**src/rtl/uart_pkg.sv**
```systemverilog
// Shared UART definitions: transmitter state encoding, parity modes,
// default bit period and the frame parity helper.
package uart_pkg;

    typedef enum logic [2:0] {
        ST_IDLE,
        ST_START,
        ST_DATA,
        ST_PARITY,
        ST_STOP
    } tx_state_t;

    localparam int PARITY_NONE = 0;
    localparam int PARITY_EVEN = 1;
    localparam int PARITY_ODD  = 2;

    localparam int DEFAULT_CLOCKS_PER_BIT = 87;

    // Bit that makes the frame's data+parity ones count even (or odd).
    function automatic logic parity_bit(
        input logic [7:0] data,
        input int         mode
    );
        return (^data) ^ (mode == PARITY_ODD);
    endfunction

endpackage

```
**src/rtl/uart_bit_timer.sv**
```systemverilog
// Serial bit period timer, shared by the UART transmitter and receiver.
// Ports: clock_i, reset_n_i, restart (zero the count), tick (last cycle of a bit).
module uart_bit_timer
    import uart_pkg::*;
#(
    parameter int CLOCKS_PER_BIT = DEFAULT_CLOCKS_PER_BIT
) (
    input  logic clock_i,
    input  logic reset_n_i,
    input  logic restart,
    output logic tick
);

    localparam int W = (CLOCKS_PER_BIT > 1) ? $clog2(CLOCKS_PER_BIT) : 1;
    localparam logic [W-1:0] LAST = W'(CLOCKS_PER_BIT - 1);

    logic [W-1:0] r_count;

    always_ff @(posedge clock_i or negedge reset_n_i) begin
        if (!reset_n_i) begin
            r_count <= '0;
        end else if (restart || (r_count == LAST)) begin
            r_count <= '0;
        end else begin
            r_count <= r_count + 1'b1;
        end
    end

    assign tick = (r_count == LAST);

endmodule

```
**src/rtl/uart_tx.sv**
```systemverilog
// UART transmitter: 1 start, 8 data LSB first, optional parity, 1/2 stop bits.
// Ports: clock_i, reset_n_i, data_i/valid_i/ready_o (byte in), serial_o, busy_o.
module uart_tx
    import uart_pkg::*;
#(
    parameter int CLOCKS_PER_BIT = DEFAULT_CLOCKS_PER_BIT,
    parameter int PARITY         = PARITY_NONE,
    parameter int STOP_BITS      = 1
) (
    input  logic       clock_i,
    input  logic       reset_n_i,
    input  logic [7:0] data_i,
    input  logic       valid_i,
    output logic       ready_o,
    output logic       serial_o,
    output logic       busy_o
);

    localparam logic HAS_PAR   = (PARITY != PARITY_NONE);
    localparam logic LAST_STOP = (STOP_BITS == 2);

    tx_state_t  r_state;
    tx_state_t  w_state_nxt;
    logic [7:0] r_shift;
    logic [7:0] w_shift_nxt;
    logic [2:0] r_bit_idx;
    logic [2:0] w_bit_idx_nxt;
    logic       r_stop_idx;
    logic       w_stop_idx_nxt;
    logic       r_parity;
    logic       w_parity_nxt;
    logic [7:0] r_hold;
    logic       r_hold_valid;
    logic       r_serial;
    logic       w_serial_nxt;
    logic       w_load;
    logic       w_restart;
    logic       w_accept;
    logic       w_tick;

    uart_bit_timer #(
        .CLOCKS_PER_BIT(CLOCKS_PER_BIT)
    ) u_timer (
        .clock_i  (clock_i),
        .reset_n_i(reset_n_i),
        .restart  (w_restart),
        .tick     (w_tick)
    );

    assign w_accept = valid_i & ~r_hold_valid;

    always_ff @(posedge clock_i or negedge reset_n_i) begin
        if (!reset_n_i) begin
            r_state    <= ST_IDLE;
            r_shift    <= '0;
            r_bit_idx  <= '0;
            r_stop_idx <= 1'b0;
            r_parity   <= 1'b0;
            r_serial   <= 1'b1;
        end else begin
            r_state    <= w_state_nxt;
            r_shift    <= w_shift_nxt;
            r_bit_idx  <= w_bit_idx_nxt;
            r_stop_idx <= w_stop_idx_nxt;
            r_parity   <= w_parity_nxt;
            r_serial   <= w_serial_nxt;
        end
    end

    // Holding register: empties on hand-off, refills on accept.
    always_ff @(posedge clock_i or negedge reset_n_i) begin
        if (!reset_n_i) begin
            r_hold       <= '0;
            r_hold_valid <= 1'b0;
        end else begin
            if (w_accept) begin
                r_hold <= data_i;
            end
            r_hold_valid <= w_accept | (r_hold_valid & ~w_load);
        end
    end

    always_comb begin
        w_state_nxt    = r_state;
        w_shift_nxt    = r_shift;
        w_bit_idx_nxt  = r_bit_idx;
        w_stop_idx_nxt = r_stop_idx;
        w_load         = 1'b0;
        w_restart      = 1'b0;
        unique case (r_state)
            ST_IDLE: begin
                if (r_hold_valid) begin
                    w_load      = 1'b1;
                    w_restart   = 1'b1;
                    w_state_nxt = ST_START;
                end
            end
            ST_START: begin
                if (w_tick) begin
                    w_state_nxt   = ST_DATA;
                    w_bit_idx_nxt = '0;
                end
            end
            ST_DATA: begin
                if (w_tick) begin
                    w_shift_nxt   = {1'b0, r_shift[7:1]};
                    w_bit_idx_nxt = r_bit_idx + 3'd1;
                    if (r_bit_idx == 3'd7) begin
                        w_state_nxt    = HAS_PAR ? ST_PARITY : ST_STOP;
                        w_stop_idx_nxt = 1'b0;
                    end
                end
            end
            ST_PARITY: begin
                if (w_tick) begin
                    w_state_nxt    = ST_STOP;
                    w_stop_idx_nxt = 1'b0;
                end
            end
            ST_STOP: begin
                if (w_tick) begin
                    if (r_stop_idx == LAST_STOP) begin
                        // Timer wraps to 0 on its own here, so a queued
                        // byte starts with no idle gap.
                        if (r_hold_valid) begin
                            w_load      = 1'b1;
                            w_state_nxt = ST_START;
                        end else begin
                            w_state_nxt = ST_IDLE;
                        end
                    end else begin
                        w_stop_idx_nxt = 1'b1;
                    end
                end
            end
            default: begin
                w_state_nxt = ST_IDLE;
            end
        endcase

        if (w_load) begin
            w_shift_nxt = r_hold;
        end
        w_parity_nxt = w_load ? parity_bit(r_hold, PARITY) : r_parity;

        // Line level is registered from the next state.
        unique case (w_state_nxt)
            ST_START:  w_serial_nxt = 1'b0;
            ST_DATA:   w_serial_nxt = w_shift_nxt[0];
            ST_PARITY: w_serial_nxt = w_parity_nxt;
            default:   w_serial_nxt = 1'b1;
        endcase
    end

    assign ready_o  = ~r_hold_valid;
    assign serial_o = r_serial;
    assign busy_o   = (r_state != ST_IDLE) | r_hold_valid;

endmodule

```
**config.mk**
```make
export PLATFORM = sky130hd
export DESIGN_NAME = uart_tx
export DESIGN_NICKNAME = d
export VERILOG_FILES = /design/src/rtl/uart_pkg.sv /design/src/rtl/uart_bit_timer.sv /design/src/rtl/uart_tx.sv
export SDC_FILE = /design/constraint.sdc
export NUM_CORES = 1
export LEC_CHECK = 0
export BUFFER_PORTS_ARGS = -buffer_cell sky130_fd_sc_hd__buf_2
export CORE_MARGIN = 3
export CORE_UTILIZATION = 50
export CTS_BUF_LIST = sky130_fd_sc_hd__clkbuf_8
export CTS_CLUSTER_SIZE = 30
export DETAILED_ROUTE_END_ITERATION = 6
export PLACE_DENSITY = 0.69
export SLEW_MARGIN = 0
export SYNTH_ARGS = -nofsm -noshare
export SYNTH_HDL_FRONTEND = slang
export SYNTH_SLANG_ARGS = --single-unit
```
**constraint.sdc**
```tcl
create_clock -name clock_i -period 4.1 [get_ports clock_i]
set_clock_uncertainty 0.2 [all_clocks]
set_input_delay 0.82 -clock clock_i [delete_from_list [all_inputs] [get_ports clock_i]]
set_output_delay 0.82 -clock clock_i [all_outputs]
set_load 0.005 [all_outputs]
```
==> run metrics <==
total CTS buffers=5; post_cts resized=0; Post-synth EDFFs=0; Nets=172; fin crit share=55.0%; Clock Power Share=21.7%; CP max FO=11; Placed Cells=192; CTS tree=done; Initial Utilization=55.5%; Register Area=802 sq um; footprint of the multi-input gates=752 sq um; CP Cell Sequence=nor2_1 > nand3_1 > buf_2; critical path class=reg2out; DIE AREA=0.00394 sq mm; Most used DFF post-synth=dfrtp_1; synthesized flop and latch total=32; RSZ-0062 raised after global routing=false; postcts setup bufs=0; Worst-Margin Slew=0.680 ns; FFs w/ async S/R, synth=100%; Max Cap Viol=0; Die Ht=62.8 um; fin util=61.8%; initial antenna violation count=0; layout cells sized above 1=24.7%; Max clock buf depth=2; switching power share of the total=32.5%; WP buf/inv=1; crit end category=output pin; leakage power=0.811 nW; gate count of the mapped netlist=142; Unique masters post-synth=38; final instance area=0.00179 sq mm; vias in the first global route=1099; Filler cells=251; drt total wl=2810 um; critical path's slowest cell=dfrtp_1; syn nets=157; die width=62.8 um; P&R area growth vs syn=11.3%; Seq pwr share=46.8%; DR pass1 iterations=4; Tmin final=2.26 ns; Wirelength per Cell=14.0 um; vias per std cell=5.36; Final Hold Fails=0; clock transition at the registers of the reported paths=0.06 ns; type of origin of the critical path=flip-flop; gr ovfl total=0; RePlAce Congestion=0.811; drt drc=0; global-route usage over all layers=16.9%; ANT nets after route=0; HPWL after DPL=2070 um; clk_lat worst skew=0.28 ns; Slew HR=54.7%; Clock Sinks=32; outcome=complete, no violations; Worst path max stage delay=0.50 ns; crit-path leading delay family=flip-flops; area of the core=0.00290 sq mm; IO Count=14; Post-DP Area=0.00170 sq mm; Clock Tree Root=clkbuf_8; Vias=1071; setup TNS=0 ns; internal cell power=766 uW; Std-Cell Rows=19; syn_area_per_cell=11.3 sq um; worst vdd ir=0.410 mV; diode count=0; P_sw=369 uW; initial drt markers=78; synthesized cell area=0.00161 sq mm; synth warn=0; Hold WC Path Type=reg2reg; pin count of the biggest net entering global routing=33; Final Non-Filler Cells=200; fmax=0.443 GHz; Max Slew Vio Count=0; WP data required=3.08 ns; PwrDens=633 mW/mm^2; # port buffers=13; CTS Hold Buffers Added=0; register area share after synthesis=49.8%; critical path arrival=1.24 ns; first-pass GRT wire length=5090 um; combinational share of power=31.5%; Finish-stage setup viols=0; number of H-tree levels=2
power by group through the flow:
stage / Sequential (mW) / Combinational, mW / Clock, mW
after detailed placement: 0.534 / 0.364 / 0
after floorplan: 0.506 / 0.312 / 0
final: 0.531 / 0.358 / 0.246
after global routing: 0.548 / 0.406 / 0.270
after CTS: 0.530 / 0.365 / 0.251
after global placement: 0.531 / 0.355 / 0
logic make-up (layout without fill, tap and decap cells):
family	count (synthesis)	after routing	synth area share [%]
AOI/OAI and AO/OA	27	27	14.4
DFF	32	32	49.8
buffers and inverters	12	28	3.50
and+or+nand+nor	45	45	15.8
xor gates and xnor gates	12	12	6.53
muxes	10	10	6.92
adders and majority gates	4	4	3.11
sequential cells by signal, summed over array words and instances, names as in the netlist:
name             flops
r_bit_idx            3
r_hold               8
r_hold_valid         1
r_parity             1
r_shift              8
r_state              3
serial_o             1
u_timer.r_count      7
layout make-up:
class | count | area share (%)
tap | 42 | 2.93
clock inverter | 2 | 0.628
timing repair buffer | 13 | 3.63
inverter | 7 | 1.47
clock buffer | 6 | 4.61
sequential | 32 | 44.8
multi-input combinational | 98 | 42.0
worst paths after layout:
path / startpoint / endpoint / slack, ns / cells after the start
worst max-delay path: r_state[0] / busy_o / 1.84 / 3
worst min-delay path: u_timer.r_count[0] / u_timer.r_count[0] / 0.28 / 1
worst max register to register: u_timer.r_count[0] / r_shift[0] / 2.00 / 6
worst min register to register: u_timer.r_count[0] / u_timer.r_count[0] / 0.28 / 1
max in group asynchronous: reset_n_i / r_bit_idx[2] / 2.88 / 1
min in group asynchronous: reset_n_i / r_state[2] / 0.38 / 1
Yosys cell counts (all sizes together) (3+ instances only):
cell type	n	share of area [%]
mux2	9	6.3
dfrtp	31	48
nor3	3	1.6
nor2	14	3.3
a221o	6	3.7
o21ai	4	1.2
inv	7	1.6
a21oi	4	1.7
a22oi	3	1.4
nand3	6	1.9
o2bb2ai	3	1.6
and2	5	1.9
xnor2	10	5.4
ha	4	3.1
clkbuf	3	0.70
nand2	6	1.4
cell usage in the layout (no fill, tap or decap), types with 2 or more instances in the layout:
cell       Yosys  routed
o31ai_1        2       2
nand2b_1       2       2
o2bb2ai_1      3       3
ha_1           4       4
o21ai_1        2       2
nor2b_1        2       2
nor4_1         2       2
a21oi_2        2       2
buf_2          0      13
nand3_1        6       6
inv_1          7       8
a221o_1        6       6
a21oi_1        2       2
nor2_1        14      14
nor3_1         2       2
xnor2_1       10      10
xor2_1         2       2
nand2_1        6       6
dfrtp_1       31      31
and2_1         5       5
clkbuf_8       0       6
mux2_2         9       9
a22oi_1        3       3
o21ai_0        2       2
metal layers:
metal / GRT usage (%) / vias up / routed length, um
met1: 22.3 / 507 / 1380
met5: 0 / - / 0
li1: - / 535 / -
met2: 23.8 / 23 / 1190
met4: 9.92 / 0 / 92
met3: 5.76 / 6 / 140
stage by stage:
stage / hold slack, ns / power, mW / setup WS [ns]
CTS: 0.282 / 1.15 / 1.84
finish: 0.279 / 1.13 / 1.84
global route: 0.321 / 1.22 / 1.78
global placement: 0.271 / 0.886 / 1.99
floorplan: 0.255 / 0.818 / 2.21
detailed placement: 0.274 / 0.898 / 1.92
No activity file was read; power rests on OpenSTA's default activity.
